**config.mk**
```make
export PLATFORM = sky130hd
export DESIGN_NAME = secure_boot_seq
export DESIGN_NICKNAME = d
export VERILOG_FILES = /design/src/rtl/secure_boot_seq.sv
export SDC_FILE = /design/constraint.sdc
export NUM_CORES = 1
export LEC_CHECK = 0
export ABC_AREA = 1
export CAP_MARGIN = 40
export CORE_AREA = 4 4 240 242
export CTS_BUF_LIST = sky130_fd_sc_hd__clkbuf_8
export DETAILED_ROUTE_END_ITERATION = 12
export DIE_AREA = 0 0 244 246
export GPL_ROUTABILITY_DRIVEN = 0
export PLACE_DENSITY = 0.52
export SYNTH_ARGS = -nofsm -noshare
export SYNTH_HDL_FRONTEND = slang
export SYNTH_SLANG_ARGS = --single-unit
```
**constraint.sdc**
```tcl
create_clock -name clk -period 1.7 [get_ports clk]
set_input_delay 0.34 -clock clk [delete_from_list [all_inputs] [get_ports clk]]
set_output_delay 0.34 -clock clk [all_outputs]
set_load 0.005 [all_outputs]
```
**src/rtl/secure_boot_seq.sv**
```systemverilog
// Secure boot sequencer: streams boot ROM words into a SHA-256 engine and compares the digest with a golden hash.
// Optional feature macro SB_RETRY_EN: when defined, a failed attempt rehashes up to MAX_RETRY more times before lockout.
module secure_boot_seq #(
    parameter int unsigned NUM_WORDS  = 64,
    parameter logic [31:0] BASE_ADDR  = 32'h0,
    parameter int unsigned DIGEST_TMO = 1024,
    parameter int unsigned MAX_RETRY  = 2
) (
    input  logic         clk,
    input  logic         rst,
    input  logic         start,
    output logic         rom_cs,
    output logic         rom_rd_en,
    output logic [31:0]  rom_addr,
    input  logic [31:0]  rom_data,
    output logic         hash_init,
    output logic         hash_word_valid,
    output logic [31:0]  hash_word,
    input  logic         hash_word_ready,
    input  logic         hash_done,
    input  logic [255:0] hash_digest,
    input  logic [255:0] golden_hash,
    output logic         cpu_rst_release,
    output logic         boot_ok,
    output logic         lockout,
    output logic [1:0]   retry_cnt,
    output logic         busy
);

    localparam int unsigned IDX_W = (NUM_WORDS > 1) ? $clog2(NUM_WORDS) : 1;
    localparam int unsigned TMO_W = (DIGEST_TMO > 1) ? $clog2(DIGEST_TMO) : 1;
    localparam logic [IDX_W-1:0] LAST_IDX = IDX_W'(NUM_WORDS - 1);
    localparam logic [TMO_W-1:0] TMO_LAST = TMO_W'(DIGEST_TMO - 1);

    typedef enum logic [3:0] {
        S_IDLE,
        S_INIT,
        S_READ,
        S_WAIT,
        S_FEED,
        S_DIGEST,
        S_CHECK,
        S_PASS,
        S_FAIL,
        S_LOCK
    } state_t;

    state_t           r_state;
    state_t           w_state_next;
    logic [IDX_W-1:0] r_idx;
    logic [IDX_W-1:0] w_idx_next;
    logic [TMO_W-1:0] r_tmo;
    logic [TMO_W-1:0] w_tmo_next;
    logic [1:0]       r_retry_cnt;
    logic [1:0]       w_retry_next;
    logic [1:0]       w_retry_sat;
    logic [31:0]      r_word;
    logic [31:0]      r_rom_addr;

    assign w_retry_sat = (r_retry_cnt == 2'd3) ? 2'd3 : r_retry_cnt + 2'd1;

    always_ff @(posedge clk or posedge rst) begin
        if (rst) begin
            r_state     <= S_IDLE;
            r_idx       <= '0;
            r_tmo       <= '0;
            r_retry_cnt <= '0;
            r_word      <= '0;
            r_rom_addr  <= '0;
        end else begin
            r_state     <= w_state_next;
            r_idx       <= w_idx_next;
            r_tmo       <= w_tmo_next;
            r_retry_cnt <= w_retry_next;
            if (r_state == S_WAIT) begin
                r_word <= rom_data;
            end
            // Address is loaded on entry to READ so it is valid during the read and held afterwards.
            if (w_state_next == S_READ) begin
                r_rom_addr <= BASE_ADDR + (32'(w_idx_next) << 2);
            end
        end
    end

    always_comb begin
        w_state_next = r_state;
        w_idx_next   = r_idx;
        w_tmo_next   = r_tmo;
        w_retry_next = r_retry_cnt;
        case (r_state)
            S_IDLE: begin
                if (start) begin
                    w_state_next = S_INIT;
                end
            end
            S_INIT: begin
                w_idx_next   = '0;
                w_state_next = S_READ;
            end
            S_READ: begin
                w_state_next = S_WAIT;
            end
            S_WAIT: begin
                w_state_next = S_FEED;
            end
            S_FEED: begin
                if (hash_word_ready) begin
                    if (r_idx == LAST_IDX) begin
                        w_tmo_next   = '0;
                        w_state_next = S_DIGEST;
                    end else begin
                        w_idx_next   = r_idx + IDX_W'(1);
                        w_state_next = S_READ;
                    end
                end
            end
            S_DIGEST: begin
                if (hash_done) begin
                    w_state_next = S_CHECK;
                end else if (r_tmo == TMO_LAST) begin
                    w_state_next = S_FAIL;
                end else begin
                    w_tmo_next = r_tmo + TMO_W'(1);
                end
            end
            S_CHECK: begin
                w_state_next = (hash_digest == golden_hash) ? S_PASS : S_FAIL;
            end
            S_FAIL: begin
`ifdef SB_RETRY_EN
                w_retry_next = w_retry_sat;
                w_state_next = (32'(r_retry_cnt) < MAX_RETRY) ? S_INIT : S_LOCK;
`else
                w_retry_next = 2'd1;
                w_state_next = S_LOCK;
`endif
            end
            S_PASS: begin
                w_state_next = S_PASS;
            end
            S_LOCK: begin
                w_state_next = S_LOCK;
            end
            default: begin
                w_state_next = S_IDLE;
            end
        endcase
    end

    assign rom_cs          = (r_state == S_READ);
    assign rom_rd_en       = (r_state == S_READ);
    assign rom_addr        = r_rom_addr;
    assign hash_init       = (r_state == S_INIT);
    assign hash_word_valid = (r_state == S_FEED);
    assign hash_word       = r_word;
    assign cpu_rst_release = (r_state == S_PASS);
    assign boot_ok         = (r_state == S_PASS);
    assign lockout         = (r_state == S_LOCK);
    assign retry_cnt       = r_retry_cnt;
    assign busy            = (r_state != S_IDLE) && (r_state != S_PASS) && (r_state != S_LOCK);

endmodule

```
* After elaboration in Yosys (flattened, before gate mapping)
Cells that the tools add are included.
** Cells by class
- Reduce and logical (&&, ||, !) cells :: 7
- Add/sub/neg operators :: 2
- Equal/unequal tests :: 19
- Muxes and demuxes :: 15
** Operators by type and width (number)
- equality test 256 bit :: 1
- two-way mux 10 bit :: 4
- one-hot mux 4 bit (9 select lines) :: 1
- two-way mux 4 bit :: 5
- one-hot mux 10 bit (2 select lines) :: 1
- equality test 4 x 3 -> 1 bit, second input constant :: 4
- equality test 4 x 2 -> 1 bit, second input constant :: 3
- two-way mux 6 bit :: 2
- one-hot mux 6 bit (2 select lines) :: 1
- adder 10 x 1 -> 10 bit, second input constant :: 1
- equality test 10 bit, second input constant :: 1
- equality test 4 bit, second input constant :: 2
- adder 6 x 1 -> 6 bit, second input constant :: 1
- equality test 6 bit, second input constant :: 1
- AND reduction 5 bit :: 1
- equality test 4 x 1 -> 1 bit, second input constant :: 1
- zero test 4 bit :: 1
- inequality test 2 x 1 -> 1 bit, second input constant :: 2
- inequality test 2 bit, second input constant :: 2
- inequality test 4 x 3 -> 1 bit, second input constant :: 1
- inequality test 4 bit, second input constant :: 1
- nonzero test 4 bit :: 1
- two-way mux 3 bit :: 1
- logical AND 1 bit :: 2
- other kinds (2) :: 2
** Storage, ports and cells
- Register bits after elaboration :: 59
- Logic and storage cells :: 49
- Output and inout bits :: 74

* Logic depth before layout (Yosys ltp)
- Word-level depth :: 5
- Mapped depth :: 13
- Mapped depth without buffers :: 13

* Worst setup path after synthesis
No wires, ideal clock.
- Kind :: flip-flop to flip-flop
- From :: reg r_tmo[0]
- To :: reg r_state[0]
- Setup slack :: 0.083 ns
- Library setup time :: 0.121 ns
- Stages on the path, launching flop included :: 12
- Arrival :: 1.496 ns
- Required time :: 1.579 ns
- Clock period less this slack :: 1.617 ns
- Cell sequence :: dfrtp_1 ha_1 nand2_1 nor3_2 nand3_2 nand2_1 nand2_2 nand2_4 inv_4 buf_12 nor3_2 nand2_1
** Between the ends
- Cells in the longest elaborated chain, start to end :: 4
** RTL lines
- start: declaration :: RTL line 52 : logic [TMO_W-1:0] r_tmo;
- start signal: assignment :: RTL line 73 : r_tmo <= w_tmo_next;
- equality test 10 bit :: RTL line 120 : end else if (r_tmo == TMO_LAST) begin
- two-way mux 4 bit :: RTL line 120
- two-way mux 4 bit :: RTL line 118 : if (hash_done) begin
- one-hot mux 4 bit (9 select lines) :: RTL line 90 : case (r_state)
- via w_state_next[0] :: RTL line 49 : state_t w_state_next;
- end signal: assignment :: RTL line 71 : r_state <= w_state_next;
- end: declaration :: RTL line 48 : state_t r_state;
The timed path passes the listed nets, and every way through them passes these cells.
A chain may end at the register's enable or synchronous reset.

* Worst setup path after layout
- From :: reg r_state[3]
- To :: out busy
** Between the ends
- Cells in the longest elaborated chain, start to end :: 3
- Elaborated cells on any way between the ends :: 5
- Classes of those cells :: 2 x eq/ne; 3 x reduce/logical
** RTL lines
- inequality test 4 x 3 -> 1 bit or nonzero test 4 bit (tied branches) :: RTL line 160 : assign busy = (r_state != S_IDLE) && (r_state != S_PASS) && (r_state != S_LOCK);
- logical AND 1 bit :: RTL line 160
- logical AND 1 bit (*) :: RTL line 160
- end: declaration :: RTL line 27 : output logic busy
Mark *: on every way between the ends. The rest lies on a longest branch, timed or not.

==> out/results.ini <==
[timing]
period_share_pct=109.4
setup_viol=16
maxSlewViolCount=0
setup_tns_ns=-0.8542
fin_crit_ns=1.860
fmax_mhz=537.7
skew_ns=0.005938
finalHoldViolations=0
worst_slack_ns=-0.1597
rsz0062_at_grt=true

[synthesis]
yosys.area.top_type=nand2_1
netlist_instances=1343
synth_edf_count=0
ys_types=41
synth_warnings=0
synth_top_family_by_area=simple AND/OR/NAND/NOR gates
synth_area_leaders=nand2_1 23%, dfrtp_1 20%, nor2_1 15%
yosys.area.top_type_share_pct=23.08
synth_mux_area_share_pct=4.961
ys.flop_type=dfrtp_1
synth.avg_cell_area_sq_um=5.559
ys_seq_area_share_pct=19.78
synthSimpleGateAreaFrac_pct=42.42
yosys.area_share.adder_pct=0.3352
ys_ff_latch=59
synth-xor-area-share_pct=13.02
async_reset_ff_share_pct=100.0
synth_area_sq_um=7466
synth_compound_area_share_pct=2.329

[finish]
final_common_cell=nand2_1
final_cell_mix=427 x nand2_1, 304 x dlymetal6s2s_1, 259 x inv_1
final_nets=2551
areaGrowthSynthToFinish_pct=115.7
drive_gt1_share_pct=13.12
final_util_pct=29.23

[cts]
h-tree-depth=3
ctsHoldBuffers=0
cts_root_buf=clkbuf_8
clock_sinks=59
path_clk_slew_ns=0.07
cts_tree=yes
cts_made_buffers=9
clock_latency_ns=0.35
clockBufferDepth=2

[worst_setup_path]
cp.required_ns=1.36
path_cells=buf_6 > nor2_4 > inv_2 > buf_4 > nor3_4 > nor3_2 > buf_2
crit_slowest_cell=dfrtp_1
worst_setup_path_start_kind=flop
timing.rr.end=r_tmo[2]
rrSetupSlack_ns=-0.06
worstSetupPathType=reg2out
worstRegToRegCells=11
worstSetupEndpointType=primary output
critPathMaxStageDelay_ns=0.40
timing.critical_path.buf_inv=4
critPathArrivalTime_ns=1.52
critPathTopFamily=buffers and inverters
rr_startpoint=r_idx[1]
crit_fanout=3

[grt]
grtUsageMet1_pct=11.89
grt_overflow=0
met2_usage_pct=21.90
grt_pass1_vias=9977
grt_pass1_wl_mm=52.65
antenna_found_initial=15
gr-max-usage-layer=met2
grt_start_max_net_pins=33
grt_util_met3_pct=2.841
grtUsageTotal_pct=11.13

[detailed_routing]
firstDrtPassIters=4
routed_wl_mm=36.37
vias=9837
drt-initial-drc-count=265
postRouteAntennaNets=0
wire_per_inst_microns=13.15
drc_errors=0
vias_per_cell=3.558

[status]
violations=negative setup slack
outcome=finished, violations left

[placed_design]
detailed_place_hpwl_mm=31.84
pre_cts_ws_ns=-0.8200
io_buffers=595

[power_and_ir_drop]
ir_drop_v=0.0004488
p_leak_nw=10.50
powerDensity_nw_per_um2=619.0

[floorplan]
die_w_microns=244
dieArea_sq_um=60020
ios=623
die_h_microns=246
core-area_sq_um=55090
start_util_pct=13.55
rows=86

[flow_run]
max-cap-violations=0

[min_path]
hold_class=in2async

==> flip-flops by register name, summed over array words and instances (netlist names) <==
register	count
r_idx	6
r_tmo	10
rom_addr	6
retry_cnt	1
r_state	4
hash_word	32
==> Yosys cell counts (3+ instances only) <==
cell,instances
o21ai_0,6
buf_4,29
a31oi_1,3
nand2_2,5
mux2_1,6
nor4_1,3
nand2_1,459
nor3_2,3
nand4_1,6
mux2_2,26
nand3_1,5
xor2_1,110
nor2_2,6
nor3_1,5
inv_2,7
o21ai_1,11
nor2_1,299
buf_2,4
a21oi_1,4
dfrtp_1,59
nand3_2,3
inv_1,262
==> how the worst max path moves through the flow <==
stage	cells after the start	to	from
after floorplan	11	r_state[0]	r_tmo[0]
after CTS	7	rom_rd_en	r_state[3]
after detailed placement	14	r_state[2]	hash_digest[135]
after global placement	15	r_state[3]	hash_digest[135]
final	7	busy	r_state[3]
after global routing	7	rom_rd_en	r_state[3]
==> logic make-up after synthesis <==
family / after synthesis
adder cells (fa/ha/maj): 2
buffers and inverters: 305
flip-flops: 59
AND/OR/NAND/NOR: 802
XOR/XNOR: 111
AO/OA/AOI/OAI: 30
other: 1
multiplexers: 33
==> routing by layer <==
layer  up-vias  wire length, microns  part of all wire [%]
met4         0                   687                   1.9
met3        34                  2484                   6.8
li1       5154                     -                     -
met1      4279                 13620                    37
met2       370                 19580                    54
met5         -                     0                     0
==> metrics by stage <==
step           hold slack (ns)  cells  power, W  instance area, sq um
3_5_place_dp            0.4703   2723  0.008028                 14550
3_3_place_gp            0.4725   2723  0.007936                 14550
5_1_grt                 0.4792   2763   0.01075                 16100
4_1_cts                 0.4375   2748  0.009970                 15020
6_report                0.4375   2765  0.009968                 16100
2_1_floorplan           0.4396   1369  0.004623                  7567
==> cell type report <==
cell class	count	area, sq um
Antenna cell	12	30.03
Clock buffer	10	137.6
Clock inverter	6	103.9
Fill cell	6140	38990
Inverter	271	1033
Multi-Input combinational cell	1005	5296
Sequential cell	59	1479
Tap cell	748	935.9
Timing Repair Buffer	653	7078
Timing Repair inverter	1	8.758
==> worst register-to-register path: cells and delay by family, from the launching register on <==
| family | cells | cell delay, ns |
|---|---|---|
| flops | 1 | 0.36 |
| fa+ha+maj | 1 | 0.20 |
| compound gates | 1 | 0.05 |
| buf+inv | 1 | 0.16 |
| simple gates | 8 | 0.89 |
==> timing repair <==
item / in CTS / in global routing
cloned: 1 / 0
endpoints found under the setup margin: 12 / 32
resized for setup: 219 / 395
pin swaps: 102 / 219
setup buffers: 14 / 6
==> power by group <==
group	internal (W)	switching, W	leakage [nW]	total [W]
Combinational	0.00344	0.00253	9.64	0.00597
Sequential	0.00203	0.000378	0.732	0.00241
Clock	0.00100	0.000583	0.128	0.00159
Note: power is estimated with default switching activity, not from simulation.
